**src/rtl/puck_mover_pkg.sv**
```systemverilog
// Shared definitions for the puck renderer: state encoding, screen geometry,
// colours and the per-axis bounce decision.
package puck_mover_pkg;

  typedef enum logic [1:0] {
    IDLE  = 2'd0,
    ERASE = 2'd1,
    MOVE  = 2'd2,
    DRAW  = 2'd3
  } state_e;

  localparam int X_MAX = 160;
  localparam int Y_MAX = 120;

  localparam logic [2:0] BG_COLOUR   = 3'b000;
  localparam logic [2:0] PUCK_COLOUR = 3'b111;

  typedef struct packed {
    logic neg;  // direction after this step: 1 = moving towards 0
    logic hit;  // a wall reversed the direction on this step
  } bounce_t;

  // A puck sitting on the wall it is heading into reverses before stepping.
  function automatic bounce_t bounce(input logic [7:0] pos, input logic neg,
                                     input logic [7:0] hi);
    bounce_t r;
    r.neg = neg;
    r.hit = 1'b0;
    if (!neg && pos == hi) begin
      r.neg = 1'b1;
      r.hit = 1'b1;
    end else if (neg && pos == 8'd0) begin
      r.neg = 1'b0;
      r.hit = 1'b1;
    end
    return r;
  endfunction

endpackage

```
**src/rtl/puck_mover_if.sv**
```systemverilog
// Frame control in, VGA adapter pixel stream and puck status out.
interface puck_mover_if;
  logic       enable;
  logic       frame_tick;
  logic [7:0] x_out;
  logic [6:0] y_out;
  logic [2:0] colour;
  logic       plot;
  logic [7:0] puck_x;
  logic [6:0] puck_y;
  logic       busy;
  logic       wall_hit;

  modport slave (
    input  enable, frame_tick,
    output x_out, y_out, colour, plot, puck_x, puck_y, busy, wall_hit
  );

  modport master (
    output enable, frame_tick,
    input  x_out, y_out, colour, plot, puck_x, puck_y, busy, wall_hit
  );
endinterface

```
**src/rtl/puck_pixel_counter.sv**
```systemverilog
// Raster pixel counter over a square sprite; exposes the value it will hold
// next cycle so callers can register pixel coordinates without a lag.
module puck_pixel_counter #(
  parameter int W = 4
) (
  input  logic         clock,
  input  logic         resetn,
  input  logic         clr,
  input  logic         en,
  output logic [W-1:0] cnt_next,
  output logic         last
);

  logic [W-1:0] cnt_q, cnt_d;

  always_comb begin
    // NOTE: default assignment first so every path drives cnt_d and no latch is inferred.
    cnt_d = cnt_q;
    if (clr)     cnt_d = '0;
    else if (en) cnt_d = cnt_q + W'(1);
  end

  assign cnt_next = cnt_d;
  assign last     = &cnt_q;

  // NOTE: sequential state uses non-blocking assignments so all flops update together.
  always_ff @(posedge clock) begin
    if (resetn) cnt_q <= '0;
    else        cnt_q <= cnt_d;
  end

endmodule

```
**src/rtl/puck_mover.sv**
```systemverilog
// Per-frame erase / move / draw sequencer for the puck, streaming pixels to
// the VGA adapter with all outputs registered.
module puck_mover
  import puck_mover_pkg::*;
#(
  parameter int PUCK_SIZE = 4,
  parameter int X_INIT    = 78,
  parameter int Y_INIT    = 58
) (
  input logic          clock,
  input logic          resetn,
  puck_mover_if.slave  bus
);

  localparam int K  = $clog2(PUCK_SIZE);
  localparam int CW = 2 * K;
  localparam logic [7:0] X_HI = 8'(X_MAX - PUCK_SIZE);
  localparam logic [7:0] Y_HI = 8'(Y_MAX - PUCK_SIZE);

  state_e     state_q, state_d;
  logic [7:0] puck_x_q, puck_x_d;
  logic [6:0] puck_y_q, puck_y_d;
  logic       dx_neg_q, dx_neg_d;
  logic       dy_neg_q, dy_neg_d;
  logic [7:0] x_out_q, x_out_d;
  logic [6:0] y_out_q, y_out_d;
  logic [2:0] colour_q, colour_d;
  logic       plot_q, plot_d;
  logic       busy_q, busy_d;
  logic       wall_hit_q, wall_hit_d;

  logic          cnt_clr, cnt_en, cnt_last, emit;
  logic [CW-1:0] cnt_next;
  bounce_t       bx, by;

  puck_pixel_counter #(.W(CW)) u_cnt (
    .clock    (clock),
    .resetn   (resetn),
    .clr      (cnt_clr),
    .en       (cnt_en),
    .cnt_next (cnt_next),
    .last     (cnt_last)
  );

  always_comb begin
    bx = bounce(puck_x_q, dx_neg_q, X_HI);
    by = bounce({1'b0, puck_y_q}, dy_neg_q, Y_HI);
  end

  always_comb begin
    state_d    = state_q;
    puck_x_d   = puck_x_q;
    puck_y_d   = puck_y_q;
    dx_neg_d   = dx_neg_q;
    dy_neg_d   = dy_neg_q;
    x_out_d    = x_out_q;
    y_out_d    = y_out_q;
    colour_d   = colour_q;
    busy_d     = busy_q;
    plot_d     = 1'b0;
    wall_hit_d = 1'b0;
    cnt_clr    = 1'b0;
    cnt_en     = 1'b0;
    emit       = 1'b0;

    unique case (state_q)
      IDLE: begin
        if (bus.frame_tick && bus.enable) begin
          state_d  = ERASE;
          cnt_clr  = 1'b1;
          busy_d   = 1'b1;
          colour_d = BG_COLOUR;
          emit     = 1'b1;
        end
      end
      ERASE: begin
        cnt_en = 1'b1;
        if (cnt_last) begin
          state_d    = MOVE;
          wall_hit_d = bx.hit | by.hit;
        end else begin
          emit = 1'b1;
        end
      end
      MOVE: begin
        dx_neg_d = bx.neg;
        dy_neg_d = by.neg;
        puck_x_d = bx.neg ? puck_x_q - 8'd1 : puck_x_q + 8'd1;
        puck_y_d = by.neg ? puck_y_q - 7'd1 : puck_y_q + 7'd1;
        state_d  = DRAW;
        cnt_clr  = 1'b1;
        colour_d = PUCK_COLOUR;
        emit     = 1'b1;
      end
      DRAW: begin
        cnt_en = 1'b1;
        if (cnt_last) begin
          state_d = IDLE;
          busy_d  = 1'b0;
        end else begin
          emit = 1'b1;
        end
      end
      default: state_d = IDLE;
    endcase

    // Coordinates come from the counter's next value and the position the
    // puck will hold, so the first pixel of each pass is not delayed a cycle.
    if (emit) begin
      plot_d  = 1'b1;
      x_out_d = puck_x_d + 8'(cnt_next[K-1:0]);
      y_out_d = puck_y_d + 7'(cnt_next[CW-1:K]);
    end
  end

  always_ff @(posedge clock) begin
    if (resetn) begin
      state_q    <= IDLE;
      puck_x_q   <= 8'(X_INIT);
      puck_y_q   <= 7'(Y_INIT);
      dx_neg_q   <= 1'b0;
      dy_neg_q   <= 1'b0;
      x_out_q    <= 8'd0;
      y_out_q    <= 7'd0;
      colour_q   <= BG_COLOUR;
      plot_q     <= 1'b0;
      busy_q     <= 1'b0;
      wall_hit_q <= 1'b0;
    end else begin
      state_q    <= state_d;
      puck_x_q   <= puck_x_d;
      puck_y_q   <= puck_y_d;
      dx_neg_q   <= dx_neg_d;
      dy_neg_q   <= dy_neg_d;
      x_out_q    <= x_out_d;
      y_out_q    <= y_out_d;
      colour_q   <= colour_d;
      plot_q     <= plot_d;
      busy_q     <= busy_d;
      wall_hit_q <= wall_hit_d;
    end
  end

  assign bus.x_out    = x_out_q;
  assign bus.y_out    = y_out_q;
  assign bus.colour   = colour_q;
  assign bus.plot     = plot_q;
  assign bus.puck_x   = puck_x_q;
  assign bus.puck_y   = puck_y_q;
  assign bus.busy     = busy_q;
  assign bus.wall_hit = wall_hit_q;

endmodule

```
**src/flat_wrapper.sv**
```systemverilog
// flat-port wrapper written by rule: the top's interface ports become plain ports
module puck_mover_flat import puck_mover_pkg::*;
#(
  parameter int PUCK_SIZE = 4,
  parameter int X_INIT    = 78,
  parameter int Y_INIT    = 58
)
  (clock, resetn, bus_enable, bus_frame_tick, bus_x_out, bus_y_out, bus_colour, bus_plot, bus_puck_x, bus_puck_y, bus_busy, bus_wall_hit);
  puck_mover_if bus_i ();
  input logic clock;
  input logic resetn;
  input wire logic [$bits(bus_i.enable)-1:0] bus_enable;
  input wire logic [$bits(bus_i.frame_tick)-1:0] bus_frame_tick;
  output wire logic [$bits(bus_i.x_out)-1:0] bus_x_out;
  output wire logic [$bits(bus_i.y_out)-1:0] bus_y_out;
  output wire logic [$bits(bus_i.colour)-1:0] bus_colour;
  output wire logic [$bits(bus_i.plot)-1:0] bus_plot;
  output wire logic [$bits(bus_i.puck_x)-1:0] bus_puck_x;
  output wire logic [$bits(bus_i.puck_y)-1:0] bus_puck_y;
  output wire logic [$bits(bus_i.busy)-1:0] bus_busy;
  output wire logic [$bits(bus_i.wall_hit)-1:0] bus_wall_hit;
  assign bus_i.enable = bus_enable;
  assign bus_i.frame_tick = bus_frame_tick;
  assign bus_x_out = bus_i.x_out;
  assign bus_y_out = bus_i.y_out;
  assign bus_colour = bus_i.colour;
  assign bus_plot = bus_i.plot;
  assign bus_puck_x = bus_i.puck_x;
  assign bus_puck_y = bus_i.puck_y;
  assign bus_busy = bus_i.busy;
  assign bus_wall_hit = bus_i.wall_hit;
  puck_mover #(.PUCK_SIZE(PUCK_SIZE), .X_INIT(X_INIT), .Y_INIT(Y_INIT)) u_core (.clock(clock), .resetn(resetn), .bus(bus_i));
endmodule
```
**config.mk**
```make
export PLATFORM = sky130hd
export DESIGN_NAME = puck_mover_flat
export DESIGN_NICKNAME = d
export VERILOG_FILES = /design/src/rtl/puck_mover_pkg.sv /design/src/rtl/puck_mover_if.sv /design/src/rtl/puck_pixel_counter.sv /design/src/rtl/puck_mover.sv /design/src/flat_wrapper.sv
export SDC_FILE = /design/constraint.sdc
export NUM_CORES = 1
export LEC_CHECK = 0
export CORE_ASPECT_RATIO = 0.8
export CORE_MARGIN = 2
export CORE_UTILIZATION = 35
export DETAILED_ROUTE_END_ITERATION = 10
export GPL_TIMING_DRIVEN = 0
export HOLD_SLACK_MARGIN = 0.08
export PLACE_DENSITY = 0.69
export SLEW_MARGIN = 30
export SYNTH_ARGS = -nofsm -noshare
export SYNTH_HDL_FRONTEND = slang
export SYNTH_SLANG_ARGS = --single-unit
```
**constraint.sdc**
```tcl
create_clock -name clock -period 3.1 [get_ports clock]
set_clock_uncertainty 0.2 [all_clocks]
set_input_delay 0.31 -clock clock [delete_from_list [all_inputs] [get_ports clock]]
set_output_delay 0.31 -clock clock [all_outputs]
set_load 0.01 [all_outputs]
```
* Word-level counts from Yosys, hierarchy flattened
Cells that the tools add are included.
** Cells by class
- Reductions and logical operators :: 18
- $mul :: 0
- $lt $le $gt $ge :: 0
- Shift-type cells :: 0
- Add/sub/neg operators :: 7
- Mux-type cells :: 25
- Eq/ne operators :: 8
- Div/mod/pow operators :: 0
- Bitwise gates (word level) :: 3
** Operators by type and width (count)
- $mux 8 :: 2
- $mux 2 :: 7
- $mux 7 :: 2
- $add 8x1->8 const B :: 1
- $add 8x2->8 :: 1
- $eq 8x8->1 const B :: 1
- $logic_not 8->1 :: 1
- $mux 4 :: 2
- $pmux 2 s4 :: 1
- $sub 8x1->8 const B :: 1
- $add 7x1->7 const B :: 1
- $add 7x2->7 :: 1
- $eq 7x7->1 const B :: 1
- $logic_not 7->1 :: 1
- $sub 7x1->7 const B :: 1
- $mux 1 :: 6
- $ne 2x1->1 const B :: 3
- $pmux 3 s2 :: 1
- $reduce_and 3->1 :: 2
- $logic_and 1x1->1 :: 5
- $add 4x1->4 const B :: 1
- $eq 2x2->1 const B :: 2
- $pmux 1 s2 :: 2
- $reduce_and 4->1 :: 1
- 11 further kinds :: 14
** Storage, ports and cells
- Bits in latches :: 0
- Input port bits :: 4
- Memories kept :: 0
- Bits in writable memories :: 0
- ROM bits :: 0
- Word-level logic and storage cells :: 73
- Register bits after elaboration :: 44
- Output and inout port bits :: 36

* Logic depth before layout (Yosys ltp)
Gate-level depths: netlist (run 1).
- Depth after elaboration :: 7
- Gate-level depth with buffers :: 15
- Depth with buffers taken out :: 15

* Cells and area by module
From an unflattened synthesis (run 1), not the netlist that was laid out.
** Second synthesis, totals
- Cells, all modules :: 321
- Area, all modules :: 2787.7 um^2
** Modules (own cells, without submodules)
- puck_mover :: cells each 297, area an instance 2553.7 um^2, instances 1, sequential area each 760.7 um^2
- puck_pixel_counter :: cells each 24, area an instance 234.0 um^2, instances 1, sequential area each 80.1 um^2

* Worst setup path before layout (run 1)
Ideal clock, no wire load.
- Path type :: register -> register
- Start point :: register u_core.puck_x_q[0] (netlist: u_core.bus.puck_x[0])
- End point :: register u_core.x_out_q[6] (netlist: u_core.bus.x_out[6])
- Period minus slack after synthesis :: 3.258 ns
- Setup slack :: -0.158 ns
- Buffers on the path :: 0
- Arrival time :: 2.972 ns
- Required time :: 2.814 ns
- Cell stages (with the launch flop) :: 12
- Setup time :: 0.086 ns
- Cells stage by stage :: dfxtp_1 nor4_2 a21boi_1 o22ai_2 inv_1 ha_1 nor2b_4 or4_1 and3_4 or3b_1 xnor2_1 a211oi_1
** RTL lines
- start: declaration :: RTL line puck_mover.sv:21 : logic [7:0] puck_x_q, puck_x_d;
- start signal: assignment :: RTL line puck_mover.sv:119 : puck_x_q <= 8'(X_INIT);
- start signal: assignment :: RTL line puck_mover.sv:131 : puck_x_q <= puck_x_d;
- end signal: assignment :: RTL line puck_mover.sv:135 : x_out_q <= x_out_d;
- end: declaration :: RTL line puck_mover.sv:25 : logic [7:0] x_out_q, x_out_d;

* Worst setup path after layout (run 1)
- Start point :: register u_core.puck_x_q[1] (netlist: u_core.bus.puck_x[1])
- End point :: register u_core.x_out_q[7] (netlist: u_core.bus.x_out[7])
** Between the ends
- Word-level cells in the longest chain between the ends :: 7
- Elaborated cells between the ends (all ways) :: 11
- Those cells by class :: add/sub (3); eq/ne (1); mux (4); reduce/logical (3)
** RTL lines
- branches (longest 5 deep; another with $add 8x1->8)
- $mux 8 (*) :: RTL line puck_mover.sv:66 : unique case (state_q)
- named net u_core.puck_x_d[1] :: RTL line puck_mover.sv:21
- $add 8x2->8 (*) :: RTL line puck_mover.sv:111 : x_out_d = puck_x_d + 8'(cnt_next[K-1:0]);
Mark *: on every way through the listed nets, which the timed path passes.
A chain may end at the register's enable or synchronous reset.

==> impl_results.md, run 1 <==
* Core Area at 7390 um^2
* Xor/xnor cell area share of the yosys netlist at 0.0556
* Storage cell area at 868 um^2
* Wirelength per Cell at 15.9 um
* Endpoints failing setup at 7
* Max Fclk at 308 MHz
* Clock-pin slew on the worst setup and hold paths at 0.08 ns
* Clk_lat worst skew at 0.30 ns
* Initial antenna violation count at 0
* Max transition margin at 0.555
* Placer's final routability congestion estimate at 0.836
* Highest-utilization routing layer at the global route stage: met2
* Post-Syn Area at 2680 um^2
* CTS Root Cell: sky130_fd_sc_hd__clkbuf_8
* Unrepaired setup endpoints after global routing: true
* Detailed router's first-iteration violation count at 119
* Dominant combinational cell family by area after synthesis: simple AND/OR/NAND/NOR gates
* Effective utilization at floorplan at 0.362
* Antenna cell count at 0
* Area growth syn-to-layout at 44.9%
* Core occupancy in the finished layout at 0.525
* Number of buffers added to fix hold violations after cts at 0
* Synthesized instance count at 313
* Largest net degree at the start of global routing at 13
* Die X-Extent at 102 um
* Fraction of the mapped netlist area in simple logic gates at 0.222
* Setup slack of the critical path after layout at -0.143 ns
* Max-Cap Viols at 0
* Setup CP Type: reg -> reg
* Final Hold Viols at 0
* Portion of synthesized cell area occupied by the leading cell type at 0.314
* Cell type with the largest total area after synthesis: sky130_fd_sc_hd__dfxtp_1
* Lkg Pwr at 0.00142 uW
* Worst endpoint data arrival time at 3.23 ns
* Violations in the final reports: setup timing
* Via density per instance at 5.27
* Total die area at 8370 um^2
* Kind of capture point of the worst setup path: register
* Final nets at 416
* Combined area of the multi-input logic cells at 2040 um^2
* Wire length reported by the detailed router at 7830 um
* Sequential-to-total area share from yosys stat at 0.314
* Bufs on Longest Clock Path at 2
* Tot GR Track Use at 0.192
* Met1 layer usage reported by global route at 0.272
* Post-synthesis async set-or-reset flop share at 0
* HPWL reported at the end of detailed placement at 5310 um
* Top FF cell, synth: sky130_fd_sc_hd__dfxtp_1
* Number of buffers inserted by port buffering at 38
* Shortest clock period the worst path allows after layout at 3.24 ns
* Detailed-route DRC error count at 0
* Global Route met2 Usage at 0.303
* Fillcell total at 666
* DR pass1 iterations at 4
* Total CTS buffers at 5
* Type of origin of the critical path: register
* Number of flops mapped to enable cells by yosys at 0
* Result of the run: finished with violations
* Design Power at 2090 uW
* Compound-Gate Fraction of Synth Area at 0.213
* H-Tree Depth at 2
* Wire length of the first global-routing pass at 12500 um
* Required time at the worst-slack endpoint at 3.09 ns
* Clock tree from TritonCTS: yes
* Post-route setup TNS at -0.613 ns
* Number of rows in the core area at 28
* Maximum fanout encountered on the critical timing path at 3
* Clk sinks at 42
* Power density cells at 539 nW/um^2
* Final instance count without filler cells at 494
* Grt ovf at 0
* Placed cells at 456
* Final antenna-violating net count at 0
* Vias post-DR at 2601
* Ratio of final minimum period to clock period at 1.05
* Overall die height at 82.3 um
* Count of warnings emitted by yosys at 0
* Peak ir drop on the vdd network at 0.000265 V
* Net Count, Synth at 341
* Flop and latch count out of synthesis at 42
* Worst Hold Class: in -> reg
* Slew @ Worst Pin at 0.662 ns
* I/O Pins at 40
* Syn_area_per_cell at 8.56 um^2
* Number of max-slew violations in the final report at 0
* Number of distinct library cell variants in the gate-level netlist after synthesis at 62
* Synthesized-area fraction occupied by adder cells at 0.123
* Dominant cells by area after synthesis: sky130_fd_sc_hd__dfxtp_1 31%, sky130_fd_sc_hd__ha_1 9.3%, sky130_fd_sc_hd__nand2_1 4.8%
* Multiplexer share of the synthesized area at 0.0262
* Layout cells sized above 1 at 0.296
* Global-route track usage on met3 at 0.0387
* Via count of the first global-routing pass at 2488
==> critical path: stages, from the launching register on <==
cell and delay, ns:
sky130_fd_sc_hd__dfxtp_4 0.37, sky130_fd_sc_hd__nor4_4 0.35, sky130_fd_sc_hd__and4_4 0.28, sky130_fd_sc_hd__o22ai_4 0.09, sky130_fd_sc_hd__fa_1 0.50, sky130_fd_sc_hd__a21oi_2 0.23
sky130_fd_sc_hd__ha_1 0.28, sky130_fd_sc_hd__a21oi_2 0.15, sky130_fd_sc_hd__nor2_2 0.06, sky130_fd_sc_hd__and3b_2 0.24, sky130_fd_sc_hd__o211ai_1 0.13, sky130_fd_sc_hd__nand4bb_1 0.17
sky130_fd_sc_hd__o211ai_1 0.08
==> state kept, by name, indices dropped and copies added, names as in the netlist, 2 cells and up <==
name,flops
u_core.bus.x_out,8
u_core.u_cnt.cnt_q,4
u_core.bus.puck_x,8
u_core.bus.y_out,7
u_core.bus.puck_y,7
u_core.state_q,2
==> logic make-up after synthesis <==
kind of cell               Yosys count
xor gates and xnor gates            17
buffers and inverters               30
AOI/OAI and AO/OA                   78
muxes                                7
adders and majority gates           24
DFF                                 42
and+or+nand+nor                    115
==> stage by stage <==
step / instance area (um^2) / worst slack [ns] / hold slack, ns
2_1_floorplan: 2710 / 0.00966 / 0.276
3_3_place_gp: 3230 / -0.440 / 0.241
3_5_place_dp: 3230 / -0.478 / 0.247
4_1_cts: 3650 / -0.140 / 0.238
5_1_grt: 3880 / -0.288 / 0.284
6_report: 3880 / -0.143 / 0.248
==> final timing paths <==
path / from / endpoint / slack (ns) / depth (start not counted)
worst min-delay path: resetn / u_core.u_cnt.cnt_q[1] / 0.25 / 2
worst max-delay path: u_core.bus.puck_x[1] / u_core.bus.x_out[7] / -0.14 / 12
worst max register to register: u_core.bus.puck_x[1] / u_core.bus.x_out[7] / -0.14 / 12
worst min register to register: u_core.bus.x_out[0] / u_core.bus.x_out[0] / 0.26 / 2
==> synth_stat cells, types with 2 or more instances <==
master,count
sky130_fd_sc_hd__a21oi_1,24
sky130_fd_sc_hd__nand3b_1,3
sky130_fd_sc_hd__a21boi_1,3
sky130_fd_sc_hd__inv_1,18
sky130_fd_sc_hd__clkbuf_1,7
sky130_fd_sc_hd__a21o_1,2
sky130_fd_sc_hd__fa_1,4
sky130_fd_sc_hd__and2_1,4
sky130_fd_sc_hd__nand2b_1,5
sky130_fd_sc_hd__buf_2,3
sky130_fd_sc_hd__xor2_1,7
sky130_fd_sc_hd__a211oi_1,7
sky130_fd_sc_hd__nand2_1,34
sky130_fd_sc_hd__buf_4,2
sky130_fd_sc_hd__o21a_1,3
sky130_fd_sc_hd__nor2b_1,4
sky130_fd_sc_hd__ha_1,20
sky130_fd_sc_hd__nand3_1,6
sky130_fd_sc_hd__o21ai_2,2
sky130_fd_sc_hd__nor3_1,7
sky130_fd_sc_hd__and3b_1,2
sky130_fd_sc_hd__o21ai_0,10
sky130_fd_sc_hd__xnor2_1,10
sky130_fd_sc_hd__o211ai_1,5
sky130_fd_sc_hd__o21ai_1,2
sky130_fd_sc_hd__nor2_1,33
sky130_fd_sc_hd__mux2i_1,7
sky130_fd_sc_hd__o2bb2ai_1,2
sky130_fd_sc_hd__o31a_1,2
sky130_fd_sc_hd__and3_4,2
sky130_fd_sc_hd__dfxtp_1,42
==> repair_timing <==
item,4_1_cts,5_1_grt
pin swaps,25,17
gates cloned,0,0
buffers inserted,21,9
resized for setup,42,34
setup endpoints to repair,12,12
==> area by class of cell <==
| class | count | share of cell area |
|---|---|---|
| multi-input cells | 241 | 0.525 |
| flip-flops and latches | 42 | 0.224 |
| repair buffers | 68 | 0.157 |
| well taps | 105 | 0.0338 |
| clock buffers | 7 | 0.0222 |
| inverters | 18 | 0.0190 |
| plain buffers | 12 | 0.0184 |
| clock inverters | 1 | 0.00129 |
==> power breakdown <==
group	internal, uW	switching, uW	leakage, uW
sequential	635	102	0.000343
combinational	463	513	0.00103
clock	180	200	0.0000482
total	1280	815	0.00142
==> per-layer routing <==
layer	vias to the layer above	wire (um)
li1	1260	-
met1	1261	3740
met2	70	3590
met3	10	428
met4	0	76
met5	-	0
==> cells in the final DEF (no fill, tap or decap), types with 3 or more instances in the layout <==
master | Yosys | final
sky130_fd_sc_hd__clkdlybuf4s50_1 | 0 | 38
sky130_fd_sc_hd__nand2_1 | 34 | 34
sky130_fd_sc_hd__buf_4 | 2 | 33
sky130_fd_sc_hd__dfxtp_1 | 42 | 32
sky130_fd_sc_hd__nor2_1 | 33 | 30
sky130_fd_sc_hd__a21oi_1 | 24 | 17
sky130_fd_sc_hd__inv_1 | 18 | 15
sky130_fd_sc_hd__ha_1 | 20 | 11
sky130_fd_sc_hd__xnor2_1 | 10 | 9
sky130_fd_sc_hd__ha_4 | 0 | 9
sky130_fd_sc_hd__clkbuf_1 | 7 | 7
sky130_fd_sc_hd__xor2_1 | 7 | 6
sky130_fd_sc_hd__mux2i_1 | 7 | 6
sky130_fd_sc_hd__a21oi_2 | 0 | 6
sky130_fd_sc_hd__o21ai_0 | 10 | 6
sky130_fd_sc_hd__clkbuf_8 | 0 | 6
sky130_fd_sc_hd__dfxtp_4 | 0 | 6
sky130_fd_sc_hd__nand3_1 | 6 | 5
sky130_fd_sc_hd__nand2b_1 | 5 | 5
sky130_fd_sc_hd__o211ai_1 | 5 | 5
sky130_fd_sc_hd__o21ai_2 | 2 | 4
sky130_fd_sc_hd__and2_1 | 4 | 4
sky130_fd_sc_hd__nor3_1 | 7 | 4
sky130_fd_sc_hd__o21ai_1 | 2 | 4
sky130_fd_sc_hd__a211oi_1 | 7 | 4
sky130_fd_sc_hd__dfxtp_2 | 0 | 4
sky130_fd_sc_hd__nand3b_1 | 3 | 3
sky130_fd_sc_hd__o21a_1 | 3 | 3
sky130_fd_sc_hd__nor2b_1 | 4 | 3
sky130_fd_sc_hd__a211oi_2 | 1 | 3
sky130_fd_sc_hd__nor2_2 | 0 | 3
Note: power is estimated with default switching activity, not from simulation.
==> inputs of run 2 (changes only) <==
- ABC_CLOCK_PERIOD_IN_PS: unset -> 4100
- GPL_ROUTABILITY_DRIVEN: unset -> 0
- PLACE_DENSITY: 0.69 -> 0.67
- clock period: 3.1 -> 4.1 ns (I/O delays scaled with it)
==> run 2 against run 1 <==
  * The run now ends clean
  * First-iteration DRC count fell by 19%
  * Flip-flop and latch count did not move
  * Design area fell by 16%
  * Sequential power fell by 26%
  * Hold slack improved by 0.0064 ns
  * Critical path type unchanged
  * Highest routed layer unchanged
==> impl_results.md, run 2 (synthesized netlist as in run 1, its figures left out) <==
* Buffer and inverter count on the worst path at 1 (was 0)
* Capture instance of the worst register-to-register path: u_core.bus.x_out[6] (was u_core.bus.x_out[7])
* Total met2 wirelength after detailed routing at 2910 um (was 3590 um)
* Number of rows in the core area at 28 (unchanged)
* CTS Root Cell: sky130_fd_sc_hd__clkbuf_8 (unchanged)
* Fillcell total at 754 (was 666)
* Maximum fanout encountered on the critical timing path at 6 (was 3)
* Total die area at 8370 um^2 (unchanged)
* Clock-pin slew on the worst setup and hold paths at 0.07 ns (was 0.08 ns)
* Cell count of the worst reg-to-reg path at 12 (unchanged)
* I/O Pins at 40 (unchanged)
* Total CTS buffers at 5 (unchanged)
* Termination of the worst setup path: u_core.bus.x_out[6] (was u_core.bus.x_out[7])
* Wirelength per Cell at 14.5 um (was 15.9 um)
* CP Depth at 12 (unchanged)
* Cell Chain, Critical Path: nor4_2 -> a21boi_1 -> o22ai_2 -> inv_1 -> ha_1 -> nand3_1 -> and3b_1 -> o31ai_4 -> nand3b_1 -> or3b_1 -> xnor2_1 -> a211oi_1 (was nor4_4 -> and4_4 -> o22ai_4 -> fa_1 -> a21oi_2 -> ha_1 -> a21oi_2 -> nor2_2 -> and3b_2 -> o211ai_1 -> nand4bb_1 -> o211ai_1)
* Leading cell type in the layout, fill and taps excluded: sky130_fd_sc_hd__dfxtp_1 (was sky130_fd_sc_hd__clkdlybuf4s50_1)
* Number of buffers inserted by port buffering at 38 (unchanged)
* Max-Cap Viols at 0 (unchanged)
* Postcts setup bufs at 0 (was 21)
* Most frequent cells in the layout: 42 x sky130_fd_sc_hd__dfxtp_1, 38 x sky130_fd_sc_hd__clkdlybuf4s50_1, 34 x sky130_fd_sc_hd__nand2_1 (was 38 x sky130_fd_sc_hd__clkdlybuf4s50_1, 34 x sky130_fd_sc_hd__nand2_1, 33 x sky130_fd_sc_hd__buf_4)
* Post-route setup TNS at 0 ns (was -0.613 ns)
* Worst Hold Class: reg -> reg (was in -> reg)
* DR pass1 iterations at 4 (unchanged)
* Type of origin of the critical path: register (unchanged)
* Worst endpoint data arrival time at 3.76 ns (was 3.23 ns)
* Grt ovf at 0 (unchanged)
* Required time at the worst-slack endpoint at 4.10 ns (was 3.09 ns)
* Final nets at 386 (was 416)
* Largest net degree at the start of global routing at 12 (was 13)
* Slew @ Worst Pin at 0.721 ns (was 0.662 ns)
* Clock tree from TritonCTS: yes (unchanged)
* Result of the run: complete, no violations (was finished with violations)
* Kind of capture point of the worst setup path: register (unchanged)
* Final antenna-violating net count at 0 (unchanged)
* H-Tree Depth at 2 (unchanged)
* Worst R2R Start: u_core.bus.puck_x[0] (was u_core.bus.puck_x[1])
* Clk sinks at 42 (unchanged)
* Die X-Extent at 102 um (unchanged)
* Detailed router's first-iteration violation count at 96 (was 119)
* Internal reg-to-reg setup slack at 0.34 ns (was -0.14 ns)
* Ratio of final minimum period to clock period at 0.917 (was 1.05)
* Max transition margin at 0.512 (was 0.555)
* Design Power at 1400 uW (was 2090 uW)
* Shortest clock period the worst path allows after layout at 3.76 ns (was 3.24 ns)
* Post-cts resize count at 0 (was 42)
* Vias post-DR at 2363 (was 2601)
* Lkg Pwr at 0.00123 uW (was 0.00142 uW)
* Wire length of the first global-routing pass at 10800 um (was 12500 um)
* Area growth syn-to-layout at 22.0% (was 44.9%)
* Antenna cell count at 0 (unchanged)
* Highest metal layer with signal wires: met4 (unchanged)
* Effective utilization at floorplan at 0.362 (unchanged)
* Detailed-route DRC error count at 0 (unchanged)
* Via count of the first global-routing pass at 2209 (was 2488)
* Layout cells sized above 1 at 0.0698 (was 0.296)
* Endpoints failing setup at 0 (was 7)
* Setup CP Type: reg -> reg (unchanged)
* HPWL reported at the end of detailed placement at 5110 um (was 5310 um)
* Core Area at 7390 um^2 (unchanged)
* Overall die height at 82.3 um (unchanged)
* Number of max-slew violations in the final report at 0 (unchanged)
* Peak ir drop on the vdd network at 0.000176 V (was 0.000265 V)
* Clk_lat worst skew at 0.29 ns (was 0.30 ns)
* Critical path startpoint: u_core.bus.puck_x[0] (was u_core.bus.puck_x[1])
* Final Hold Viols at 0 (unchanged)
* Bufs on Longest Clock Path at 2 (unchanged)
* CP top delay family: simple AND/OR/NAND/NOR gates (unchanged)
* Critical-path top delay cell: sky130_fd_sc_hd__or3b_1 (was sky130_fd_sc_hd__fa_1)
* Unrepaired setup endpoints after global routing: false (was true)
* Tot GR Track Use at 0.164 (was 0.192)
* Power density cells at 430 nW/um^2 (was 539 nW/um^2)
* Met3 wirelength from detailed routing at 399 um (was 428 um)
* Delay of the slowest cell on the worst path at 0.43 ns (was 0.50 ns)
* M1 wire length at 3350 um (was 3740 um)
* Via density per instance at 5.10 (was 5.27)
* Number of buffers added to fix hold violations after cts at 0 (unchanged)
* Initial antenna violation count at 0 (unchanged)
* Max Fclk at 266 MHz (was 308 MHz)
* Wire length reported by the detailed router at 6700 um (was 7830 um)
## run 2: cell type report
| type | instances | area (um^2) | share of cell area |
|---|---|---|---|
| well taps | 105 | 131 | 0.0402 |
| clock buffers | 7 | 76.3 | 0.0234 |
| repair buffers | 38 | 380 | 0.116 |
| multi-input cells | 241 | 1710 | 0.525 |
| inverters | 18 | 67.6 | 0.0207 |
| plain buffers | 12 | 56.3 | 0.0172 |
| flip-flops and latches | 42 | 841 | 0.257 |
## run 2: power breakdown
| group | total, uW | internal (uW) | switching [uW] |
|---|---|---|---|
| sequential | 545 | 475 | 69.5 |
| clock | 252 | 117 | 135 |
| combinational | 606 | 271 | 335 |
## run 2: worst min path at each step
stage          cells after the start                  end                start  slack, ns
2_1_floorplan                      2  u_core.bus.x_out[0]  u_core.bus.x_out[0]       0.28
3_3_place_gp                       2  u_core.bus.x_out[0]  u_core.bus.x_out[0]       0.24
3_5_place_dp                       2  u_core.bus.x_out[1]  u_core.bus.x_out[1]       0.25
4_1_cts                            2  u_core.bus.x_out[1]  u_core.bus.x_out[1]       0.26
5_1_grt                            2  u_core.bus.x_out[1]  u_core.bus.x_out[1]       0.27
6_report                           2  u_core.bus.x_out[1]  u_core.bus.x_out[1]       0.25
## run 2: tightest hold or removal path: cells and delay by family (launching register included)
kind             cells  cell delay [ns]
AO/OA/AOI/OAI        1             0.05
AND/OR/NAND/NOR      1             0.05
flip-flops           1             0.31
## run 2: per-stage QoR
stage                     area [um^2]  instances  hold slack, ns  worst slack, ns   util
after floorplan                  2680        313           0.276            0.842      -
after global placement           3190        456           0.243            0.460  0.432
after detailed placement         3190        456           0.248            0.385  0.432
after CTS                        3270        463           0.259            0.340  0.442
after global routing             3270        463           0.271           0.0766  0.442
final                            3270        463           0.254            0.342  0.442
## run 2: routing by layer
metal,vias up,global-route usage
met3,5,0.0345
met1,1103,0.236
met2,60,0.260
met5,-,0
met4,0,0.0200
li1,1195,-
